===== src/rtl/ascii_lane_splitter_if.sv =====
// rtl/ascii_lane_splitter_if.sv - byte stream in / classified character lanes out
//
// Purpose : groups the source handshake and the classified output lanes of
//           ascii_lane_splitter into one bundle.
// Signals : in_data/in_valid/in_ready - source byte handshake
//           out_en                    - downstream emit permission
//           cap_flow/low_flow         - uppercase / lowercase lanes
//           other_flag                - emitted byte is not a letter
//           flow_valid                - lanes carry a character this cycle
// Modports: master - source/downstream side, slave - the splitter itself.
interface ascii_lane_splitter_if;
   logic [7:0] in_data;
   logic       in_valid;
   logic       in_ready;
   logic       out_en;
   logic [7:0] cap_flow;
   logic [7:0] low_flow;
   logic       other_flag;
   logic       flow_valid;

   modport master (
      output in_data, in_valid, out_en,
      input  in_ready, cap_flow, low_flow, other_flag, flow_valid
   );

   modport slave (
      input  in_data, in_valid, out_en,
      output in_ready, cap_flow, low_flow, other_flag, flow_valid
   );
endinterface


===== src/rtl/ascii_lane_splitter.sv =====
// rtl/ascii_lane_splitter.sv - FIFO-buffered ASCII byte classifier with per-class counters
//
// Purpose : buffers an ASCII byte stream in a DEPTH-entry FIFO and emits one
//           byte per permitted cycle on an uppercase or lowercase lane, flagging
//           non-letters; keeps saturating per-class statistics.
// Ports   : clk       - system clock, rising edge
//           rst_n     - asynchronous active-low reset
//           clr       - synchronous flush of FIFO and lanes (counters kept)
//           bus       - ascii_lane_splitter_if.slave (input handshake + lanes)
//           cap_cnt   - uppercase bytes emitted since reset (saturating)
//           low_cnt   - lowercase bytes emitted since reset (saturating)
//           other_cnt - non-letter bytes emitted since reset (saturating)
module ascii_lane_splitter #(
   parameter int DEPTH = 4,
   parameter int AW    = 2,
   parameter int CW    = 16
) (
   input  logic                  clk,
   input  logic                  rst_n,
   input  logic                  clr,
   ascii_lane_splitter_if.slave  bus,
   output logic [CW-1:0]         cap_cnt,
   output logic [CW-1:0]         low_cnt,
   output logic [CW-1:0]         other_cnt
);

   localparam logic [AW:0]   FULL_CNT = (AW+1)'(DEPTH);
   localparam logic [CW-1:0] CNT_MAX  = '1;

   logic [7:0]    mem_q [DEPTH];
   logic [7:0]    mem_d [DEPTH];
   logic [AW-1:0] wptr_q, wptr_d;
   logic [AW-1:0] rptr_q, rptr_d;
   logic [AW:0]   count_q, count_d;

   logic [7:0]    cap_q, cap_d;
   logic [7:0]    low_q, low_d;
   logic          other_q, other_d;
   logic          valid_q, valid_d;

   logic [CW-1:0] cap_cnt_q, cap_cnt_d;
   logic [CW-1:0] low_cnt_q, low_cnt_d;
   logic [CW-1:0] other_cnt_q, other_cnt_d;

   logic          full;
   logic          empty;
   logic          wr_en;
   logic          rd_en;
   logic [7:0]    rd_byte;
   logic          is_upper;
   logic          is_lower;

   // Full/empty come from the registered count only, so in_ready never
   // depends on out_en: no write-through when the FIFO is full.
   assign full     = (count_q == FULL_CNT);
   assign empty    = (count_q == '0);
   assign wr_en    = bus.in_valid && !full && !clr;
   assign rd_en    = bus.out_en && !empty && !clr;
   assign rd_byte  = mem_q[rptr_q];
   assign is_upper = (rd_byte >= 8'h41) && (rd_byte <= 8'h5A);
   assign is_lower = (rd_byte >= 8'h61) && (rd_byte <= 8'h7A);

   always_comb begin
      mem_d       = mem_q;
      wptr_d      = wptr_q;
      rptr_d      = rptr_q;
      count_d     = count_q;
      cap_cnt_d   = cap_cnt_q;
      low_cnt_d   = low_cnt_q;
      other_cnt_d = other_cnt_q;
      // Lanes are single-cycle pulses: they fall back to idle unless a read
      // reloads them on this edge.
      cap_d       = 8'h00;
      low_d       = 8'h00;
      other_d     = 1'b0;
      valid_d     = 1'b0;

      if (clr) begin
         wptr_d  = '0;
         rptr_d  = '0;
         count_d = '0;
      end else begin
         if (wr_en) begin
            mem_d[wptr_q] = bus.in_data;
            wptr_d        = wptr_q + AW'(1);
         end
         if (rd_en) begin
            rptr_d  = rptr_q + AW'(1);
            valid_d = 1'b1;
            if (is_upper) begin
               cap_d = rd_byte;
               if (cap_cnt_q != CNT_MAX) cap_cnt_d = cap_cnt_q + CW'(1);
            end else if (is_lower) begin
               low_d = rd_byte;
               if (low_cnt_q != CNT_MAX) low_cnt_d = low_cnt_q + CW'(1);
            end else begin
               other_d = 1'b1;
               if (other_cnt_q != CNT_MAX) other_cnt_d = other_cnt_q + CW'(1);
            end
         end
         count_d = count_q + (AW+1)'(wr_en) - (AW+1)'(rd_en);
      end
   end

   always_ff @(posedge clk or negedge rst_n) begin
      if (!rst_n) begin
         for (int i = 0; i < DEPTH; i++) mem_q[i] <= 8'h00;
         wptr_q      <= '0;
         rptr_q      <= '0;
         count_q     <= '0;
         cap_q       <= 8'h00;
         low_q       <= 8'h00;
         other_q     <= 1'b0;
         valid_q     <= 1'b0;
         cap_cnt_q   <= '0;
         low_cnt_q   <= '0;
         other_cnt_q <= '0;
      end else begin
         mem_q       <= mem_d;
         wptr_q      <= wptr_d;
         rptr_q      <= rptr_d;
         count_q     <= count_d;
         cap_q       <= cap_d;
         low_q       <= low_d;
         other_q     <= other_d;
         valid_q     <= valid_d;
         cap_cnt_q   <= cap_cnt_d;
         low_cnt_q   <= low_cnt_d;
         other_cnt_q <= other_cnt_d;
      end
   end

   assign bus.in_ready   = !full && !clr;
   assign bus.cap_flow   = cap_q;
   assign bus.low_flow   = low_q;
   assign bus.other_flag = other_q;
   assign bus.flow_valid = valid_q;
   assign cap_cnt        = cap_cnt_q;
   assign low_cnt        = low_cnt_q;
   assign other_cnt      = other_cnt_q;

endmodule


===== src/flat_wrapper.sv =====
// flat-port wrapper written by rule: the top's interface ports become plain ports
module ascii_lane_splitter_flat 
#(
   parameter int DEPTH = 4,
   parameter int AW    = 2,
   parameter int CW    = 16
)
  (clk, rst_n, clr, cap_cnt, low_cnt, other_cnt, bus_in_data, bus_in_valid, bus_out_en, bus_in_ready, bus_cap_flow, bus_low_flow, bus_other_flag, bus_flow_valid);
  ascii_lane_splitter_if bus_i ();
  input  logic clk;
  input  logic rst_n;
  input  logic clr;
  output logic [CW-1:0] cap_cnt;
  output logic [CW-1:0] low_cnt;
  output logic [CW-1:0] other_cnt;
  input wire logic [$bits(bus_i.in_data)-1:0] bus_in_data;
  input wire logic [$bits(bus_i.in_valid)-1:0] bus_in_valid;
  input wire logic [$bits(bus_i.out_en)-1:0] bus_out_en;
  output wire logic [$bits(bus_i.in_ready)-1:0] bus_in_ready;
  output wire logic [$bits(bus_i.cap_flow)-1:0] bus_cap_flow;
  output wire logic [$bits(bus_i.low_flow)-1:0] bus_low_flow;
  output wire logic [$bits(bus_i.other_flag)-1:0] bus_other_flag;
  output wire logic [$bits(bus_i.flow_valid)-1:0] bus_flow_valid;
  assign bus_i.in_data = bus_in_data;
  assign bus_i.in_valid = bus_in_valid;
  assign bus_i.out_en = bus_out_en;
  assign bus_in_ready = bus_i.in_ready;
  assign bus_cap_flow = bus_i.cap_flow;
  assign bus_low_flow = bus_i.low_flow;
  assign bus_other_flag = bus_i.other_flag;
  assign bus_flow_valid = bus_i.flow_valid;
  ascii_lane_splitter #(.DEPTH(DEPTH), .AW(AW), .CW(CW)) u_core (.clk(clk), .rst_n(rst_n), .clr(clr), .bus(bus_i), .cap_cnt(cap_cnt), .low_cnt(low_cnt), .other_cnt(other_cnt));
endmodule

===== config.mk =====
export PLATFORM = sky130hd
export DESIGN_NAME = ascii_lane_splitter_flat
export DESIGN_NICKNAME = d
export VERILOG_FILES = /design/src/rtl/ascii_lane_splitter_if.sv /design/src/rtl/ascii_lane_splitter.sv /design/src/flat_wrapper.sv
export SDC_FILE = /design/constraint.sdc
export NUM_CORES = 1
export LEC_CHECK = 0
export CAP_MARGIN = 5
export CORE_ASPECT_RATIO = 1.1
export CORE_MARGIN = 3
export CORE_UTILIZATION = 57
export DETAILED_ROUTE_END_ITERATION = 8
export GPL_ROUTABILITY_DRIVEN = 0
export PLACE_DENSITY = 0.85
export SYNTH_ARGS = -nofsm -noshare
export SYNTH_HDL_FRONTEND = slang
export SYNTH_SLANG_ARGS = --single-unit

===== constraint.sdc =====
create_clock -name clk -period 6.75 [get_ports clk]
set_input_delay 1.35 -clock clk [delete_from_list [all_inputs] [get_ports clk]]
set_output_delay 1.35 -clock clk [all_outputs]
set_load 0.01 [all_outputs]

---- Yosys cells after proc, flatten, opt, wreduce, memory -nomap -nowiden ----
Index checks and enable logic that the tools add are counted.
W data, S select, Z words.
word-level totals
  bits of input ports ..................... 13
  word-level logic and storage cells ...... 79
  output and inout port bits .............. 67
  register bits ........................... 105
cells by class
  order comparisons ....................... 7
  bitwise operators ....................... 5
  mux-type cells .......................... 24
  add/subtract/negate cells ............... 7
  eq/ne operators ......................... 4
  reductions and logical operators ........ 18
operator list
  operator                 number
  $mux W8                  10
  $add A16 B1 Y16 const B  3
  $ne A16 B16 Y1 const B   3
  $bwmux W32               1
  $bmux W8 S2              1
  $demux W8 S2             1
  $ge A8 B7 Y1 const B     2
  $le A8 B7 Y1 const B     2
  $reduce_and A5 Y1        2
  $logic_and A1 B1 Y1      8
  $mux W2                  4
  $ge A3 B3 Y1 const B     2
  $mux W1                  6
  $not A2 Y3               2
  $add A2 B1 Y2 const B    2
  $reduce_and A4 Y1        1
  $reduce_bool A2 Y1       2
  $add A3 B1 Y3            1
  $eq A3 B3 Y1 const B     1
  $logic_not A1 Y1         3
  $logic_not A3 Y1         1
  $lt A3 B1 Y1 const B     1
  $mux W3                  1
  $not A1 Y1               3
  other kinds (2)          2

---- Longest topological paths before layout ----
Gate-level depths: netlist of run 1.
  depth in word-level cells ............... 10
  mapped depth ............................ 10
  depth with buffers taken out ............ 9

---- Worst setup path after synthesis of run 1 ----
OpenSTA, ideal clock, no wires.
  path kind ............................... input-to-reg
  start ................................... in clr
  end ..................................... reg u_core.count_q[2]
  stages .................................. 10
  library setup time ...................... 0.131 ns
  slack ................................... 3.580 ns
  arrival time ............................ 3.038 ns
  data required time ...................... 6.619 ns
  buffers on the path ..................... 1
  cells stage by stage .................... clkbuf_1 -> nand2b_1 -> nor2_2 -> ha_1 -> inv_1 -> ha_1 -> inv_1 -> fa_1 -> xnor2_1 -> nor2_1
between the ends
  cells in the longest elaborated chain, start to end .. 5
  elaborated cells between the ends (all ways) .. 6
  classes of those cells .................. 2 x add/sub; 1 x mux; 3 x reduce/logical
RTL lines
  item                   line                                                  RTL
  start, declared        flat_wrapper.sv:12                                    input logic clr;
  $logic_not A1 Y1       ascii_lane_splitter.sv:57, ascii_lane_splitter.sv:58
  $logic_and A1 B1 Y1    ascii_lane_splitter.sv:57                             assign wr_en = bus.in_valid && !full && !clr;
  $add A3 B1 Y3          ascii_lane_splitter.sv:101                            count_d = count_q + (AW+1)'(wr_en) - (AW+1)'(rd_en);
  $sub A3 B1 Y3          ascii_lane_splitter.sv:101
  $mux W3 *              ascii_lane_splitter.sv:78                             if (clr) begin
  net u_core.count_d[2]  ascii_lane_splitter.sv:34                             logic [AW:0] count_q, count_d;
  end signal, assigned   ascii_lane_splitter.sv:122                            count_q <= count_d;
  end, declared          ascii_lane_splitter.sv:34
Mark *: on every way through the listed nets, which the timed path passes. The rest lies on a longest branch.
A chain may end at the register's enable or synchronous reset.

---- Worst setup path in the final report of run 1 ----
  start ................................... in clr
  end ..................................... out bus_in_ready
between the ends
  cells in the longest elaborated chain, start to end .. 2
RTL lines
  item                 line                        RTL
  $logic_not A1 Y1     ascii_lane_splitter.sv:133  assign bus.in_ready = !full && !clr;
  $logic_and A1 B1 Y1  ascii_lane_splitter.sv:133
  end, declared        flat_wrapper.sv:19          output wire logic [$bits(bus_i.in_ready)-1:0] bus_in_ready;
Every way passes these cells.

==> results of run 1 <==
## where the power goes
part	switching (mW)	total (mW)	internal, mW	leakage, nW
clock network	0.218	0.393	0.175	0.100
registers	0.0953	0.849	0.754	1.39
logic	0.327	0.608	0.281	1.18
## metrics by stage
stage               instances  hold slack [ns]  power, mW  setup WS, ns
CTS                       588           0.4965      1.861         2.740
detailed placement        572           0.4784      1.474         2.756
finish                    588           0.4962      1.850         2.731
global placement          572           0.4752      1.439         2.753
global route              588           0.5187      1.959         2.658
floorplan                 394           0.4739      1.308         3.580
## how the worst max path moves through the flow
stage | endpoint | cells after the start | startpoint | slack, ns
after floorplan | u_core.count_q[2]$_DFF_PN0_ | 10 | clr | 3.58
after global placement | bus_in_ready | 3 | clr | 2.75
after detailed placement | bus_in_ready | 3 | clr | 2.76
after CTS | bus_in_ready | 3 | clr | 2.74
after global routing | bus_in_ready | 3 | clr | 2.66
final | bus_in_ready | 3 | clr | 2.73
## critical path, cell delays in order
cell and delay, ns:
clkdlybuf4s50_1 0.57, a21oi_1 0.19, clkdlybuf4s50_1 0.55
## logic make-up after synthesis
logic type      Yosys count  synth area share
fa+ha+maj                10           0.02739
buf+inv                  23           0.02274
xor+xnor                 49           0.08863
mux                      45            0.1227
other cells               1         0.0007745
compound gates           13           0.03075
flops                   105            0.5426
simple gates            146            0.1643
## routing by layer
| layer | global-route usage | up-vias | part of all wire |
|---|---|---|---|
| li1 | - | 1555 | - |
| met1 | 0.2833 | 1713 | 0.42 |
| met2 | 0.3577 | 114 | 0.51 |
| met3 | 0.03358 | 16 | 0.052 |
| met4 | 0.07889 | 0 | 0.016 |
| met5 | 0 | - | 0 |
## cell usage after synthesis (2+ instances only)
cell type  instances
nor3_1            20
mux2i_1            2
and2_1             3
clkbuf_1           5
and3_1            15
nor2_1            24
dfrtp_1          105
and4_1             7
nand4_1           13
nor2b_1            2
buf_4              2
mux4_2             8
inv_1             13
xnor2_1           23
nand4b_1           2
buf_6              2
mux2_1             3
nand3_1           18
nor4_1             8
mux2_2            32
xor2_1            26
ha_1               9
nand2_1           25
## state kept, by name (all words and copies together), names as in the netlist
signal	flops
u_core.bus.cap_flow	8
u_core.bus.flow_valid	1
u_core.bus.low_flow	8
u_core.bus.other_flag	1
u_core.cap_cnt	16
u_core.count_q	3
u_core.low_cnt	16
u_core.mem_q	32
u_core.other_cnt	16
u_core.rptr_q	2
u_core.wptr_q	2
## cell type report
type	instances	area, um2	share of cell area
Inverter	13	48.80	0.008242
Sequential cell	105	2628	0.4438
Clock inverter	7	77.57	0.01310
Clock buffer	9	123.9	0.02092
Timing Repair Buffer	80	795.8	0.1344
Multi-Input combinational cell	266	2112	0.3567
Tap cell	108	135.1	0.02282
==> out/metrics.yaml, run 1 <==
outcome: "complete, no violations"
antenna_found_initial: 0
drt-total-wl_um: 9648
most-common-layout-cells: "dfrtp_1, clkdlybuf4s50_1, mux2_2"
irDropWorstVdd_uv: 217.3
worstHoldStart: "u_core.cap_cnt[9]$_DFFE_PN0P_"
synth_async_sr_flop_share: 1.000
startpoint_type: "input port"
rsz0062_at_grt: "no"
die_ar_um2: 9638
count_of_flip_flops_with_a_built_in_enable_after_synthesis: 0
rows: 34
pin_count_of_the_biggest_net_entering_global_routing: 81
synth_top_flop_cell: "dfrtp_1"
cts_made_buffers: 9
finalMaxSlewViolations: 0
max_slew_headroom: 0.3516
core_area_um2: 8083
synth.avg_cell_area_um2: 12.35
grt_first_pass_wirelength_um: 16150
synth.largest_area_cell: "dfrtp_1"
cp.required_ns: 5.40
min-delay-path-class: "flop to flop"
critical_path_peak_fanout: 10
synthToLayoutAreaGrowth_pct: 22.27
critical_path_class: "input port to primary output"
boundaryPins: 80
synth-seq-cells: 105
initial_core_util: 0.5991
p_per_area_nw_per_um2: 312.5
worst_skew_pair_later_pin_latency_ns: 0.37
final_nets: 498
finalCritPeriodShare: 0.5955
cts_tree: "built"
layout.cells.most_common: "dfrtp_1"
maxClockFrequency_mhz: 248.8
cellLeakagePower_nw: 2.665
clock_sinks: 105
clock_tree.htree_level_count: 3
end_kind: "primary output"
final-setup-viol-count: 0
tightest_slew_ns: 0.9726
synth.yosys.warnings: 0
r2r_cells: 5
regToRegStartpoint: "u_core.rptr_q[0]$_DFFE_PN0P_"
whs_path_depth: 1
worst-endpoint-arrival_ns: 2.67
diodes: 0
post_cts_setup_repair_buffer_count: 0
finalCriticalPeriod_ns: 4.020
cts_resized: 0
cts_hold_repair.buffers: 0
detail_route.vias_per_cell: 5.779
detail_route.first_pass.iterations: 4
ant_nets: 0
clk_pin_slew_worst_paths_ns: 0.10
initialDrtViolationCount: 190
netlist_area_before_placement_um2: 4842
report.final.hold_viol_count: 0
global_route_usage_over_all_layers: 0.2130
post_dp_cell_area_um2: 5719
final_layout_size_suffix_gt1_frac: 0.1438
gr-total-overflow: 0
vias: 3398
synthesis.instances: 392
reg_to_reg_end: "u_core.cap_cnt[1]$_DFFE_PN0P_"
filler_cell_count: 566
clock_root_buffer: "clkbuf_8"
worst_clock_skew_ns: 0.01076
detailedPlacementHpwl_um: 6976
yosysTopAreaCellShare: 0.5426
max-clock-path-buffers: 2
setup-tns-final_ns: 0
utilization: 0.7325
synth_sequential_area_ratio: 0.5426
wl_per_cell_um: 16.41
r2r_slack_ns: 3.51
dieHeight_um: 102.7
placement.io_buffers: 79
synth_cell_type_count: 48
drc: 0
dieWidth_um: 93.88
max_cap_viol_count: 0
whs_endpoint: "u_core.cap_cnt[9]$_DFFE_PN0P_"
finish.instance_area_um2: 5921
synth_top_cells_by_area: "dfrtp_1, mux2_2, xor2_1"
number_of_global_route_vias_before_repair: 3326
Power figures use the tool's default switching activity.
==> inputs of run 2 (changes only) <==
CORE_UTILIZATION = 53   (was 57)
PLACE_DENSITY = 0.79   (was 0.85)
clock period = 3.9 ns   (was 6.75 ns; I/O delays follow)
==> run 2 against run 1 <==
Effect of this change:
- sequential cell count unchanged
- combinational power rose by 79%
- first-iteration DRC count rose by 11%
- utilization down 4.0 points
- wire length is 0.68% higher
- clock skew is essentially flat
- non-clock buffer count rose by 2
==> out/metrics.yaml, run 2 (synthesis gave the netlist of run 1 again) <==
gr-total-overflow: 0  # unchanged
dieWidth_um: 97.14  # +3.5%
diodes: 0  # unchanged
cp.required_ns: 4.15  # -1.25 ns
antenna_found_initial: 0  # unchanged
pin_count_of_the_biggest_net_entering_global_routing: 91  # +12%
critical_path_class: "input port to flop"
post_cts_setup_repair_buffer_count: 0  # unchanged
ant_nets: 0  # unchanged
clock_tree.htree_level_count: 3  # unchanged
post_dp_cell_area_um2: 5738  # +0.33%
finalMaxSlewViolations: 0  # unchanged
maxClockFrequency_mhz: 328.1
drt-total-wl_um: 9714  # +0.68%
wl_per_cell_um: 16.38  # -0.16%
synthToLayoutAreaGrowth_pct: 23.39
top_register: "u_core.mem_q"
placement.io_buffers: 79  # unchanged
irDropWorstVdd_uv: 360.2  # +66%
worst_clock_skew_ns: 0.01041  # -0.0003507 ns
worstPathCellList: "clkdlybuf4s50_1 -> nand2b_1 -> nor4b_4 -> o221ai_2 -> or4_1 -> xnor2_1"
area_used_by_multi_input_combinational_logic_um2: 2112  # unchanged
detail_route.first_pass.iterations: 4  # unchanged
layout.cells.non_filler: 593  # +0.85%
p_per_area_nw_per_um2: 552.2  # +77%
utilization: 0.6925  # -0.03998
grt_first_pass_wirelength_um: 16590  # +2.7%
worst_skew_pair_later_pin_latency_ns: 0.36  # about the same
detail_route.vias_per_cell: 5.617  # -2.8%
cellLeakagePower_nw: 2.692  # +1.0%
clock_sinks: 105  # unchanged
p_total_mw: 3.299  # +78%
min-delay-path-class: "flop to flop"
critical_path_peak_fanout: 14  # +4
boundaryPins: 80  # unchanged
report.final.hold_viol_count: 0  # unchanged
cts_tree: "built"
worst-endpoint-arrival_ns: 3.30  # +0.63 ns
critical_path.slowest_cell: "or4_1"
dpl_worst_slack_ns: 0.4968  # -2.259 ns
final-setup-viol-count: 0  # unchanged
layout.cells.most_common: "dfrtp_1"
final_layout_size_suffix_gt1_frac: 0.1473  # +0.003553
global_route_usage_over_all_layers: 0.1976  # -0.01545
initialDrtViolationCount: 210  # +11%
rsz0062_at_grt: "no"
cts_made_buffers: 9  # unchanged
drc: 0  # unchanged
cts_resized: 0  # unchanged
numPlacedInstances: 577  # +0.87%
clk_pin_slew_worst_paths_ns: 0.10  # about the same
filler_cell_count: 639  # +13%
die_ar_um2: 10320  # +7.1%
detailedPlacementHpwl_um: 6982  # about the same
end_kind: "flop"
clock_root_buffer: "clkbuf_8"
cts_hold_repair.buffers: 0  # unchanged
rows: 35  # +2.9%
setup-tns-final_ns: 0  # unchanged
max-clock-path-buffers: 2  # unchanged
initial_core_util: 0.5613  # -0.03779
regArea_um2: 2628  # unchanged
cp_slowest_stage_delay_ns: 0.60  # +0.03 ns
number_of_global_route_vias_before_repair: 3458  # +4.0%
core_area_um2: 8627  # +6.7%
dieHeight_um: 106.2  # +3.5%
final_nets: 500  # +0.40%
finalCritPeriodShare: 0.7814
outcome: "complete, no violations"
finish.instance_area_um2: 5974  # +0.91%
max_slew_headroom: 0.2690  # -0.08253
tightest_slew_ns: 1.096  # +0.1238 ns
fin_hold_ws_ns: 0.4877  # -0.008519 ns
startpoint_type: "input port"
finalCriticalPeriod_ns: 3.048
most-common-layout-cells: "dfrtp_1, clkdlybuf4s50_1, mux2_2"
fin_ws_ns: 0.8524  # -1.878 ns
max_cap_viol_count: 0  # unchanged
vias: 3331  # -2.0%
largest_register_ff_count: 32  # unchanged
==> run 2: changes by cell type in the layout (fill, tap and decap cells not counted) <==
| cell | delta |
|---|---|
| buf_4 | +2 |
| bufinv_16 | +1 |
| clkbuf_8 | +2 |
| clkinv_2 | -1 |
| clkinv_4 | -2 |
==> run 2: power by group <==
group          total [mW]  internal [mW]  switching [mW]
logic                1.09          0.499           0.588
registers            1.45           1.31           0.143
clock network       0.764          0.401           0.362
total                3.30           2.21            1.09
==> run 2: worst max-delay path, delay by kind of cell <==
kind | cells | cell delay [ns]
simple gates | 3 | 1.44
buf+inv | 1 | 0.56
compound gates | 1 | 0.38
xor+xnor | 1 | 0.14
==> run 2: area by class of cell <==
class	count	area share
clock inverters	5	0.01424
multi-input cells	266	0.3535
inverters	13	0.008168
flip-flops and latches	105	0.4398
clock buffers	11	0.02534
well taps	111	0.02325
repair buffers	82	0.1357
==> run 2: final timing paths <==
kind                                           startpoint                             end  slack, ns  cells past startpoint
max reg2reg                  u_core.rptr_q[0]$_DFFE_PN0P_   u_core.cap_cnt[1]$_DFFE_PN0P_       0.96                      6
max                                                   clr  u_core.low_cnt[11]$_DFFE_PN0P_       0.85                      6
min reg2reg                u_core.low_cnt[15]$_DFFE_PN0P_  u_core.low_cnt[15]$_DFFE_PN0P_       0.49                      1
min                        u_core.low_cnt[15]$_DFFE_PN0P_  u_core.low_cnt[15]$_DFFE_PN0P_       0.49                      1
max in group asynchronous                           rst_n    u_core.mem_q[13]$_DFFE_PN0P_       2.42                      2
min in group asynchronous                           rst_n  u_core.low_cnt[13]$_DFFE_PN0P_       0.62                      1
==> run 2: per-layer routing <==
metal | track usage | share of wire
met4 | 0.07121 | 0.015
met3 | 0.03346 | 0.048
met2 | 0.3447 | 0.51
met5 | 0 | 0
met1 | 0.2486 | 0.43
==> inputs of run 3 (changes only) <==
CORE_UTILIZATION = 48   (was 53)
PLACE_DENSITY = 0.76   (was 0.79)
clock period = 2.6 ns   (was 3.9 ns; I/O delays follow)
==> run 3 against run 2 <==
Effect of this change:
- clock skew increased by 0.0038 ns
- final cell count increased by 4.4%
- sequential cell count unchanged
- via count increased by 4.3%
- die area increased by 9.8%
- critical path depth increased by 1
- wire length increased by 5.9%
- power increased by 55%
- setup slack got worse by 0.77 ns
- highest routed layer unchanged
==> out/metrics.yaml, run 3 (synthesis gave the netlist of run 1 again) <==
outcome: "complete, no violations"
globalRouteMet1Util: 0.2494  # +0.0007993
grt_first_pass_wirelength_um: 17370  # +4.7%
max_slew_headroom: 0.6041  # +0.3351
critical_path_class: "flop to flop"
post_dp_cell_area_um2: 5933  # +3.4%
layout.cells.most_common: "dfrtp_1"
antenna_found_initial: 0  # unchanged
placement.io_buffers: 79  # unchanged
number_of_global_route_vias_before_repair: 3586  # +3.7%
clock_tree.htree_level_count: 3  # unchanged
cp.required_ns: 2.88  # -1.27 ns
final_nets: 520  # +4.0%
p_total_mw: 5.104  # +55%
clk_pin_slew_worst_paths_ns: 0.11  # about the same
fin_ws_ns: 0.08203  # -0.7703 ns
report.final.hold_viol_count: 0  # unchanged
startpoint_type: "flop"
synthToLayoutAreaGrowth_pct: 27.08
pin_count_of_the_biggest_net_entering_global_routing: 48  # -47%
drt-total-wl_um: 10290  # +5.9%
die_ar_um2: 11330  # +9.8%
boundaryPins: 80  # unchanged
worst-endpoint-arrival_ns: 2.80  # -0.50 ns
cellLeakagePower_nw: 2.789  # +3.6%
grt.met3_usage: 0.03133  # -0.002136
clock_root_buffer: "clkbuf_8"
detailedPlacementHpwl_um: 7568  # +8.4%
finalCriticalPeriod_ns: 2.518
final_layout_size_suffix_gt1_frac: 0.1833  # +0.03596
drc: 0  # unchanged
global_route_usage_over_all_layers: 0.1908  # -0.006748
final-setup-viol-count: 0  # unchanged
irDropWorstVdd_uv: 555.8  # +54%
max_cap_viol_count: 0  # unchanged
post_cts_setup_repair_buffer_count: 0  # unchanged
initialDrtViolationCount: 134  # -36%
worst_clock_skew_ns: 0.01423  # +0.003819 ns
dpl_worst_slack_ns: 0.04035  # -0.4565 ns
detail_route.vias_per_cell: 5.614  # about the same
rows: 37  # +5.7%
grt-busiest-layer: "met2"
p_per_area_nw_per_um2: 829.4  # +50%
met2_grt_util: 0.3194  # -0.02530
fin_hold_ws_ns: 0.1652  # -0.3224 ns
maxClockFrequency_mhz: 397.1
core_area_um2: 9583  # +11%
initial_core_util: 0.5053  # -0.05599
finish.instance_area_um2: 6153  # +3.0%
largest_register_ff_count: 32  # unchanged
worst_skew_pair_later_pin_latency_ns: 0.36  # about the same
finalCritPeriodShare: 0.9684
tightest_slew_ns: 0.5938  # -0.5026 ns
vias: 3475  # +4.3%
top_register: "u_core.mem_q"
dieWidth_um: 101.8  # +4.8%
most-common-layout-cells: "dfrtp_1, clkdlybuf4s50_1, mux2_2"
dieHeight_um: 111.3  # +4.8%
ant_nets: 0  # unchanged
clock_sinks: 105  # unchanged
gr-total-overflow: 0  # unchanged
max-clock-path-buffers: 2  # unchanged
cts_tree: "built"
finalMaxSlewViolations: 0  # unchanged
wl_per_cell_um: 16.62  # +1.5%
detail_route.first_pass.iterations: 4  # unchanged
min-delay-path-class: "input port to asynchronous set/reset pin"
critical_path_peak_fanout: 10  # -4
diodes: 0  # unchanged
end_kind: "flop"
cts_made_buffers: 9  # unchanged
[run 3: final timing paths]
kind | cells past startpoint | from | slack [ns] | endpoint
min in group clk | 1 | u_core.low_cnt[15]$_DFFE_PN0P_ | 0.50 | u_core.low_cnt[15]$_DFFE_PN0P_
max in group asynchronous | 2 | rst_n | 1.82 | u_core.cap_cnt[0]$_DFFE_PN0P_
setup reg to reg | 7 | u_core.rptr_q[0]$_DFFE_PN0P_ | 0.08 | u_core.cap_cnt[13]$_DFFE_PN0P_
hold reg to reg | 1 | u_core.low_cnt[15]$_DFFE_PN0P_ | 0.50 | u_core.low_cnt[15]$_DFFE_PN0P_
hold / removal | 1 | rst_n | 0.17 | u_core.low_cnt[2]$_DFFE_PN0P_
setup / recovery | 7 | u_core.rptr_q[0]$_DFFE_PN0P_ | 0.08 | u_core.cap_cnt[13]$_DFFE_PN0P_
[run 3: cell type report]
| cell class | count | area, um2 |
|---|---|---|
| Fill cell | 734 | 3430 |
| Sequential cell | 105 | 2628 |
| Multi-Input combinational cell | 266 | 2123 |
| Timing Repair Buffer | 102 | 1002 |
| Tap cell | 117 | 146.4 |
| Clock buffer | 11 | 141.4 |
| Clock inverter | 5 | 63.81 |
| Inverter | 13 | 48.80 |
[run 3: metal layers]
layer | wire length [um] | vias to the layer above | part of all wire
li1 | - | 1607 | -
met1 | 4340 | 1748 | 0.42
met2 | 5334 | 102 | 0.52
met3 | 441 | 18 | 0.043
met4 | 174 | 0 | 0.017
met5 | 0 | - | 0
[run 3: power breakdown]
group / switching [mW] / total, mW / leakage, nW / internal [mW]
combinational: 0.929 / 1.89 / 1.30 / 0.958
sequential: 0.221 / 2.18 / 1.39 / 1.96
clock: 0.558 / 1.04 / 0.100 / 0.480
total: 1.71 / 5.10 / 2.79 / 3.40
[run 3: worst max-delay path, stage by stage (launching register included)]
cell and delay (ns):
dfrtp_1 0.38, buf_12 0.15, mux4_2 0.58, nor4b_4 0.31, buf_4 0.21, nand4_1 0.29
nor4_1 0.35, xor2_1 0.17
[run 3: stage by stage]
step,utilization,setup TNS [ns],std cells
floorplan,-,0,394
global placement,0.6191,0,603
detailed placement,0.6191,0,603
CTS,0.6406,0,619
global route,0.6421,-0.01408,619
finish,0.6421,0,619
[run 3: repair_timing]
action	4_1_cts	5_1_grt
hold buffers	0	0
endpoints found under the hold margin	0	0
resized for setup	0	3
setup endpoints to repair	0	4
